--- config.mk ---
export PLATFORM = sky130hd
export DESIGN_NAME = sram_arb_flat
export DESIGN_NICKNAME = d
export VERILOG_FILES = /design/src/rtl/sram_arb_pkg.sv /design/src/rtl/sram_arb_if.sv /design/src/rtl/sram_arb_prio.sv /design/src/rtl/sram_arb.sv /design/src/flat_wrapper.sv
export SDC_FILE = /design/constraint.sdc
export NUM_CORES = 1
export LEC_CHECK = 0
export CORE_ASPECT_RATIO = 0.8
export CORE_MARGIN = 5
export CORE_UTILIZATION = 41
export CTS_BUF_LIST = sky130_fd_sc_hd__clkbuf_4 sky130_fd_sc_hd__clkbuf_8 sky130_fd_sc_hd__clkbuf_16
export CTS_CLUSTER_DIAMETER = 150
export DETAILED_ROUTE_END_ITERATION = 16
export PLACE_DENSITY = 0.93
export SETUP_SLACK_MARGIN = 0.2
export SLEW_MARGIN = 40
export SYNTH_ARGS = -nofsm -noshare
export SYNTH_HDL_FRONTEND = slang
export SYNTH_HIERARCHICAL = 1
export SYNTH_SLANG_ARGS = --single-unit
--- constraint.sdc ---
create_clock -name clock -period 4.1 [get_ports clock]
set_input_delay 0.615 -clock clock [delete_from_list [all_inputs] [get_ports clock]]
set_output_delay 0.615 -clock clock [all_outputs]
set_load 0.1 [all_outputs]
--- src/rtl/sram_arb_pkg.sv ---
// sram_arb shared types: FSM states, requester ids, bus widths.
// Grant vectors are one-hot with bit order given by the IX_* constants.
package sram_arb_pkg;

    localparam int ADDR_W = 21;
    localparam int DATA_W = 8;

    localparam int IX_VID = 0;
    localparam int IX_LDR = 1;
    localparam int IX_CPU = 2;

    typedef logic [ADDR_W-1:0] addr_t;
    typedef logic [DATA_W-1:0] data_t;

    typedef enum logic [1:0] {
        ST_IDLE,
        ST_SETUP,
        ST_ACCESS,
        ST_DONE
    } state_t;

    typedef enum logic [1:0] {
        VID,
        LDR,
        CPU
    } req_id_t;

    function automatic req_id_t gnt_to_id(input logic [2:0] gnt);
        req_id_t id;
        id = VID;
        if (gnt[IX_LDR]) id = LDR;
        if (gnt[IX_CPU]) id = CPU;
        return id;
    endfunction

endpackage

--- src/rtl/sram_arb_if.sv ---
// sram_arb bus bundle: three requester ports plus the SRAM pins.
// slave = arbiter side, master = requesters and SRAM device side.
interface sram_arb_if;
    import sram_arb_pkg::*;

    logic  vidReq;
    addr_t vidA;
    data_t vidQ;
    logic  vidAck;

    logic  ldrReq;
    addr_t ldrA;
    data_t ldrD;
    logic  ldrAck;

    logic  cpuReq;
    logic  cpuWe;
    addr_t cpuA;
    data_t cpuD;
    data_t cpuQ;
    logic  cpuAck;

    addr_t sramA;
    data_t sramDo;
    data_t sramDi;
    logic  sramDoe;
    logic  sramOe;
    logic  sramWe;
    logic  sramUb;
    logic  sramLb;

    modport slave (
        input  vidReq, vidA,
        output vidQ, vidAck,
        input  ldrReq, ldrA, ldrD,
        output ldrAck,
        input  cpuReq, cpuWe, cpuA, cpuD,
        output cpuQ, cpuAck,
        output sramA, sramDo, sramDoe,
        output sramOe, sramWe, sramUb, sramLb,
        input  sramDi
    );

    modport master (
        output vidReq, vidA,
        input  vidQ, vidAck,
        output ldrReq, ldrA, ldrD,
        input  ldrAck,
        output cpuReq, cpuWe, cpuA, cpuD,
        input  cpuQ, cpuAck,
        input  sramA, sramDo, sramDoe,
        input  sramOe, sramWe, sramUb, sramLb,
        output sramDi
    );

endinterface

--- src/rtl/sram_arb_prio.sv ---
// sram_arb priority select: video > loader > CPU, except that a
// starved CPU is lifted above the loader (never above video).
module sram_arb_prio
    import sram_arb_pkg::*;
(
    input  logic [2:0] i_req,
    input  logic       i_starve,
    output logic [2:0] o_gnt
);

    // one-hot grant, zero when nothing is requesting
    always_comb begin
        o_gnt = 3'b000;
        if (i_req[IX_VID]) begin
            o_gnt[IX_VID] = 1'b1;
        end else if (i_req[IX_CPU] && i_starve) begin
            o_gnt[IX_CPU] = 1'b1;
        end else if (i_req[IX_LDR]) begin
            o_gnt[IX_LDR] = 1'b1;
        end else if (i_req[IX_CPU]) begin
            o_gnt[IX_CPU] = 1'b1;
        end
    end

endmodule

--- src/rtl/sram_arb.sv ---
// sram_arb: three-port arbiter for an async 8-bit SRAM (low lane).
// Each transfer is SETUP, ACCESS (1+WAIT_STATES cycles), DONE.
module sram_arb
    import sram_arb_pkg::*;
#(
    parameter int WAIT_STATES  = 0,
    parameter int STARVE_LIMIT = 4
) (
    input  logic      clock,
    input  logic      reset,
    sram_arb_if.slave bus
);

    localparam int SW = $clog2(STARVE_LIMIT + 1);

    state_t        r_state;
    state_t        w_next;
    req_id_t       r_gnt;
    logic          r_we;
    addr_t         r_addr;
    data_t         r_wdata;
    data_t         r_vidQ;
    data_t         r_cpuQ;
    logic [1:0]    r_wait;
    logic [SW-1:0] r_starve;

    logic [2:0]    w_req;
    logic [2:0]    w_gnt;
    req_id_t       w_gid;
    logic          w_starve;
    logic          w_last;
    logic          w_decide;
    logic          w_busy;

    assign w_req    = {bus.cpuReq, bus.ldrReq, bus.vidReq};
    assign w_starve = (r_starve == SW'(STARVE_LIMIT));
    assign w_last   = (r_wait == 2'(WAIT_STATES));
    assign w_decide = ((r_state == ST_IDLE) || (r_state == ST_DONE))
                      && (|w_req);
    assign w_gid    = gnt_to_id(w_gnt);
    assign w_busy   = (r_state != ST_IDLE);

    sram_arb_prio u_prio (
        .i_req    (w_req),
        .i_starve (w_starve),
        .o_gnt    (w_gnt)
    );

    // state register
    always_ff @(posedge clock) begin
        if (reset) begin
            r_state <= ST_IDLE;
        end else begin
            r_state <= w_next;
        end
    end

    // next state: DONE chains straight into SETUP when work is waiting
    always_comb begin
        w_next = r_state;
        case (r_state)
            ST_IDLE:   if (w_decide) w_next = ST_SETUP;
            ST_SETUP:  w_next = ST_ACCESS;
            ST_ACCESS: if (w_last) w_next = ST_DONE;
            ST_DONE:   w_next = w_decide ? ST_SETUP : ST_IDLE;
            default:   w_next = ST_IDLE;
        endcase
    end

    // wait-state counter, only runs while in ACCESS
    always_ff @(posedge clock) begin
        if (reset || (r_state != ST_ACCESS)) begin
            r_wait <= '0;
        end else if (!w_last) begin
            r_wait <= r_wait + 2'd1;
        end
    end

    // latch the winner's request for the whole transfer
    always_ff @(posedge clock) begin
        if (reset) begin
            r_gnt   <= VID;
            r_we    <= 1'b0;
            r_addr  <= '0;
            r_wdata <= '0;
        end else if (w_decide) begin
            r_gnt <= w_gid;
            unique case (1'b1)
                w_gnt[IX_VID]: begin
                    r_we   <= 1'b0;
                    r_addr <= bus.vidA;
                end
                w_gnt[IX_LDR]: begin
                    r_we    <= 1'b1;
                    r_addr  <= bus.ldrA;
                    r_wdata <= bus.ldrD;
                end
                w_gnt[IX_CPU]: begin
                    r_we    <= bus.cpuWe;
                    r_addr  <= bus.cpuA;
                    r_wdata <= bus.cpuD;
                end
            endcase
        end
    end

    // count CPU pass-overs, saturating at the limit
    always_ff @(posedge clock) begin
        if (reset) begin
            r_starve <= '0;
        end else if (w_decide) begin
            if (w_gnt[IX_CPU]) begin
                r_starve <= '0;
            end else if (bus.cpuReq && !w_starve) begin
                r_starve <= r_starve + SW'(1);
            end
        end
    end

    // read data lands in the port's Q register as DONE ends
    always_ff @(posedge clock) begin
        if (reset) begin
            r_vidQ <= '0;
            r_cpuQ <= '0;
        end else if ((r_state == ST_DONE) && !r_we) begin
            if (r_gnt == VID) r_vidQ <= bus.sramDi;
            if (r_gnt == CPU) r_cpuQ <= bus.sramDi;
        end
    end

    assign bus.vidQ   = r_vidQ;
    assign bus.cpuQ   = r_cpuQ;
    assign bus.vidAck = (r_state == ST_DONE) && (r_gnt == VID);
    assign bus.ldrAck = (r_state == ST_DONE) && (r_gnt == LDR);
    assign bus.cpuAck = (r_state == ST_DONE) && (r_gnt == CPU);

    // WE only in ACCESS so address has a cycle of setup and hold
    assign bus.sramA   = r_addr;
    assign bus.sramDo  = r_wdata;
    assign bus.sramDoe = w_busy && r_we;
    assign bus.sramOe  = !(w_busy && !r_we);
    assign bus.sramWe  = !((r_state == ST_ACCESS) && r_we);
    assign bus.sramUb  = 1'b1;
    assign bus.sramLb  = !w_busy;

endmodule

--- src/flat_wrapper.sv ---
// flat-port wrapper written by rule: the top's interface ports become plain ports
module sram_arb_flat import sram_arb_pkg::*;
#(
    parameter int WAIT_STATES  = 0,
    parameter int STARVE_LIMIT = 4
)
  (clock, reset, bus_vidReq, bus_vidA, bus_vidQ, bus_vidAck, bus_ldrReq, bus_ldrA, bus_ldrD, bus_ldrAck, bus_cpuReq, bus_cpuWe, bus_cpuA, bus_cpuD, bus_cpuQ, bus_cpuAck, bus_sramA, bus_sramDo, bus_sramDoe, bus_sramOe, bus_sramWe, bus_sramUb, bus_sramLb, bus_sramDi);
  sram_arb_if bus_i ();
  input  logic clock;
  input  logic reset;
  input wire logic [$bits(bus_i.vidReq)-1:0] bus_vidReq;
  input wire logic [$bits(bus_i.vidA)-1:0] bus_vidA;
  output wire logic [$bits(bus_i.vidQ)-1:0] bus_vidQ;
  output wire logic [$bits(bus_i.vidAck)-1:0] bus_vidAck;
  input wire logic [$bits(bus_i.ldrReq)-1:0] bus_ldrReq;
  input wire logic [$bits(bus_i.ldrA)-1:0] bus_ldrA;
  input wire logic [$bits(bus_i.ldrD)-1:0] bus_ldrD;
  output wire logic [$bits(bus_i.ldrAck)-1:0] bus_ldrAck;
  input wire logic [$bits(bus_i.cpuReq)-1:0] bus_cpuReq;
  input wire logic [$bits(bus_i.cpuWe)-1:0] bus_cpuWe;
  input wire logic [$bits(bus_i.cpuA)-1:0] bus_cpuA;
  input wire logic [$bits(bus_i.cpuD)-1:0] bus_cpuD;
  output wire logic [$bits(bus_i.cpuQ)-1:0] bus_cpuQ;
  output wire logic [$bits(bus_i.cpuAck)-1:0] bus_cpuAck;
  output wire logic [$bits(bus_i.sramA)-1:0] bus_sramA;
  output wire logic [$bits(bus_i.sramDo)-1:0] bus_sramDo;
  output wire logic [$bits(bus_i.sramDoe)-1:0] bus_sramDoe;
  output wire logic [$bits(bus_i.sramOe)-1:0] bus_sramOe;
  output wire logic [$bits(bus_i.sramWe)-1:0] bus_sramWe;
  output wire logic [$bits(bus_i.sramUb)-1:0] bus_sramUb;
  output wire logic [$bits(bus_i.sramLb)-1:0] bus_sramLb;
  input wire logic [$bits(bus_i.sramDi)-1:0] bus_sramDi;
  assign bus_i.vidReq = bus_vidReq;
  assign bus_i.vidA = bus_vidA;
  assign bus_vidQ = bus_i.vidQ;
  assign bus_vidAck = bus_i.vidAck;
  assign bus_i.ldrReq = bus_ldrReq;
  assign bus_i.ldrA = bus_ldrA;
  assign bus_i.ldrD = bus_ldrD;
  assign bus_ldrAck = bus_i.ldrAck;
  assign bus_i.cpuReq = bus_cpuReq;
  assign bus_i.cpuWe = bus_cpuWe;
  assign bus_i.cpuA = bus_cpuA;
  assign bus_i.cpuD = bus_cpuD;
  assign bus_cpuQ = bus_i.cpuQ;
  assign bus_cpuAck = bus_i.cpuAck;
  assign bus_sramA = bus_i.sramA;
  assign bus_sramDo = bus_i.sramDo;
  assign bus_sramDoe = bus_i.sramDoe;
  assign bus_sramOe = bus_i.sramOe;
  assign bus_sramWe = bus_i.sramWe;
  assign bus_sramUb = bus_i.sramUb;
  assign bus_sramLb = bus_i.sramLb;
  assign bus_i.sramDi = bus_sramDi;
  sram_arb #(.WAIT_STATES(WAIT_STATES), .STARVE_LIMIT(STARVE_LIMIT)) u_core (.clock(clock), .reset(reset), .bus(bus_i));
endmodule
== Yosys cells after proc, flatten, opt, wreduce, memory -nomap -nowiden ==
Index checks and enable logic that the tools add are counted.

* Add/sub/neg operators: 2
* Equal/unequal tests: 9
* Muxes and demuxes: 18
* Reduce and logical (&&, ||, !) cells: 29

{| class="wikitable"
|+ Operator list
! operator !! count
|-
| 21-bit one-hot mux with 3 select lines || 1
|-
| 8-bit one-hot mux with 2 select lines || 1
|-
| 1-bit logical AND || 10
|-
| 2-bit AND reduction || 5
|-
| 1-bit two-way mux || 8
|-
| 2-bit two-way mux || 4
|-
| 2-bit one-hot mux with 4 select lines || 1
|-
| 2-bit equality test, second input constant || 3
|-
| 2-bit zero test || 3
|-
| 3-bit two-way mux || 2
|-
| 2-bit nonzero test || 3
|-
| 1-bit zero test || 5
|-
| 2-bit by 1-bit equality test with 1-bit output, second input constant || 2
|-
| 2-bit by 1-bit inequality test with 1-bit output, second input constant || 2
|-
| 3-bit by 1-bit adder with 3-bit output, second input constant || 1
|-
| 3-bit equality test, second input constant || 1
|-
| 1-bit one-hot mux with 3 select lines || 1
|-
| 3-bit OR reduction || 1
|-
| 2-bit by 1-bit adder with 2-bit output, second input constant || 1
|-
| 1-bit logical OR || 2
|-
| 2-bit inequality test, second input constant || 1
|}

* Flip-flop bits (word level): 55
* Output and inout bits: 53
* Logic and storage cells: 67

== Logic depth before layout (Yosys ltp) ==
* Depth in word-level cells: 6
* Depth in mapped cells: 10

== Hierarchy ==
Netlist, hierarchy kept.

{| class="wikitable"
|+ By module, submodules not included
! module !! instances !! cells each !! area each (µm²) !! seq. area each (µm²)
|-
| sram_arb || 1 || 291 || 2538.7 || 1101.1
|-
| sram_arb_prio || 1 || 5 || 37.5 || 0.0
|}

== Worst setup path before layout ==
OpenSTA, ideal clock, no wires.

* Path kind: reg2out
* Start: reg u_core.r_state[0]
* End: out bus_sramDoe
* Arrival time: 2.500 ns
* Path slack: 0.985 ns
* Cell stages (with the launch flop): 4
* Cells stage by stage: dfxtp_1 inv_1 ha_1 nor2b_1

* Word-level cells in the longest chain between the ends: 2

{| class="wikitable"
|+ Ends and longest elaborated chain
! what !! RTL line !! text
|-
| from (decl) || sram_arb.sv:16 || <nowiki>state_t r_state;</nowiki>
|-
| from (signal assigned) || sram_arb.sv:54 || <nowiki>r_state <= w_next;</nowiki>
|-
| 2-bit nonzero test || sram_arb.sv:41 || <nowiki>assign w_busy = (r_state != ST_IDLE);</nowiki>
|-
| 1-bit logical AND || sram_arb.sv:140 || <nowiki>assign bus.sramDoe = w_busy && r_we;</nowiki>
|-
| to (decl) || flat_wrapper.sv:27 || <nowiki>output wire logic [$bits(bus_i.sramDoe)-1:0] bus_sramDoe;</nowiki>
|}

No other way between the ends.

== Worst setup path in the final report ==
* Start: reg u_core.r_state[0]
* End: out bus_sramOe

* Word-level cells in the longest chain between the ends: 3

{| class="wikitable"
|+ Ends and longest elaborated chain
! what !! RTL line !! text
|-
| 2-bit nonzero test || sram_arb.sv:41 ||
|-
| 1-bit logical AND || sram_arb.sv:141 || <nowiki>assign bus.sramOe = !(w_busy && !r_we);</nowiki>
|-
| 1-bit zero test || sram_arb.sv:141 ||
|-
| to (decl) || flat_wrapper.sv:28 || <nowiki>output wire logic [$bits(bus_i.sramOe)-1:0] bus_sramOe;</nowiki>
|}

No other way between the ends.

==> impl_metrics.csv <==
group,metric,value,unit
status,status,"finished, final reports clean",
placed_design,dpl-instance-area,3800,um^2
critical_path,cp-start-kind,"flop",
sta,grt_setup_unrepaired,"false",
global_routing,grt_pass1_vias,2684,
critical_path,worstPathRequired,3.48,ns
drt,wl_per_cell,14.9,um
worst_hold_path,min_path_type,"reg2reg",
global_routing,overflow,0,
global_routing,grt_use_total,18.7,%
critical_path,critPathArrivalTime,1.65,ns
final_layout,seqCellArea,1100,um^2
placed_design,dp_cells,501,
sta,slew_violations,0,
global_routing,grt_max_degree,57,
pwr,design_power_total,2.57,mW
final_layout,drive_gt1_share,17.8,%
clock_network,hold_buffers,0,
placed_design,io_buffers,144,
die,ios,146,
drt,routed_wl,7610,um
sta,tns,0,ns
sta,finalWorstSetupSlack,1.84,ns
final_layout,final_net_count,526,
clock_network,ctsResizeCount,0,
sta,final-setup-viol-count,0,
drt,drt_first_pass_iters,4,
die,std_cell_rows,25,
drt,drtIter0Drc,71,
final_layout,syn_to_final_growth,51.7,%
drt,num_vias,2639,
drt,drt.antenna.violating_nets,0,
sta,slew_headroom,61.8,%
critical_path,crit_path_end_kind,"output pin",
die,dieArea,7960,um^2
critical_path,critPathKind,"reg2out",
final_layout,multi_input_area,1360,um^2
clock_network,clk-insertion-delay-late,0.31,ns
final_layout,final_cell_area,3900,um^2
final_layout,antenna_cells,0,
logic_synthesis,syn_area,2570,um^2
final_layout,fill_cells,514,
die,die_w,98.5,um
logic_synthesis,synthesis.nets,394,
die,core,6010,um^2
pwr,leakagePower,1.60,nW
placed_design,place.gp.congestion,0.736,
drt,vias_per_cell,5.18,
sta,hold_ws,0.467,ns
clock_network,htree_levels,2,
global_routing,grt_pass1_wl,12200,um
sta,period_share,55.2,%
sta,fmax,442,MHz
critical_path,crit_path_max_fanout,7,
die,initial_core_util,42.8,%
sta,period_needed,2.26,ns
final_layout,finalCoreUtilization,64.9,%
clock_network,clock_sinks,55,
clock_network,cts_buffer_depth,2,
clock_network,root_buffer,"clkbuf_8",
pwr,irDropWorstVdd,322,uV
clock_network,cts-buffers-inserted,5,
logic_synthesis,ys_warn_count,6,
final_layout,finalNonFillerCells,509,
flow_run,drv_cap,0,
drt,drc,0,
clock_network,post_cts_buffers,0,
sta,hold_viol,0,
global_routing,antenna_found_initial,0,
placed_design,post-place-ws,1.64,ns
sta,tightest_slew,0.574,ns
placed_design,dp_hpwl,5780,um
die,die_y,80.8,um
pwr,power-per-cell-area,658,nW/um^2
logic_synthesis,synth_cells,295,
clock_network,tritoncts,"built",
clock_network,clk_pin_slew,0.11,ns
sta,skew,0.0118,ns
logic_synthesis,synth.avg_cell_area,8.71,um^2
## cells in the final DEF (no fill, tap or decap), types with 2 or more instances in the layout
cell and count:
clkdlybuf4s50_1 91, dfxtp_1 55, buf_2 52, nand2_1 43, nor2_1 42, a22oi_1 21, a311oi_1 21, mux2i_1 18
a21oi_1 12, a211oi_1 9, inv_1 8, ha_1 6, clkbuf_8 5, buf_4 4, nand2b_1 3, nor2b_1 3
clkinvlp_4 2, and3b_1 2, or2_2 2, nor3_4 2, o21ai_0 2, nor3_1 2
## flip-flops by register name, indices dropped and copies added, names as in the netlist
name	count
u_core/bus.sramA	21
u_core/bus.cpuQ	8
u_core/bus.sramDo	8
u_core/bus.vidQ	8
u_core/r_starve	3
u_core/r_gnt	2
u_core/r_state	2
u_core/r_wait	2
u_core/r_we	1
## power by group
group | leakage [nW] | internal, mW | total [mW] | switching, mW
registers | 0.451 | 0.657 | 0.729 | 0.0713
logic | 1.11 | 0.334 | 1.53 | 1.19
clock network | 0.0408 | 0.123 | 0.310 | 0.188
## path summary, 6_finish.rpt
path / startpoint / endpoint / slack, ns / cells past startpoint
max reg2reg: u_core/r_state[0]$_SDFFE_PP0P_ / u_core/bus.sramA[19]$_SDFFE_PP0P_ / 2.05 / 6
min reg2reg: u_core/bus.vidQ[5]$_SDFFE_PP0P_ / u_core/bus.vidQ[5]$_SDFFE_PP0P_ / 0.47 / 2
min: u_core/bus.vidQ[5]$_SDFFE_PP0P_ / u_core/bus.vidQ[5]$_SDFFE_PP0P_ / 0.47 / 2
max: u_core/r_state[0]$_SDFFE_PP0P_ / bus_sramOe / 1.84 / 4
## metal layers
metal / track usage, % / wire length [um] / vias to the layer above
li1: - / - / 1317
met1: 21.1 / 3140 / 1222
met2: 33.1 / 3770 / 94
met3: 6.61 / 622 / 6
met4: 6.28 / 73 / 0
met5: 0 / 0 / -
## layout make-up
type                    count  area share, %
multi-input cells         209           34.8
repair buffers            148           31.2
flip-flops and latches     55           28.3
clock inverters             3          0.610
inverters                   8          0.770
clock buffers               5           1.77
well taps                  81           2.60
## critical path, stage by stage, from the launching register on
cell     delay (ns)
dfxtp_1        0.40
inv_1          0.09
ha_1           0.27
or2_2          0.29
buf_2          0.29
(Power assumes the default switching activity.)
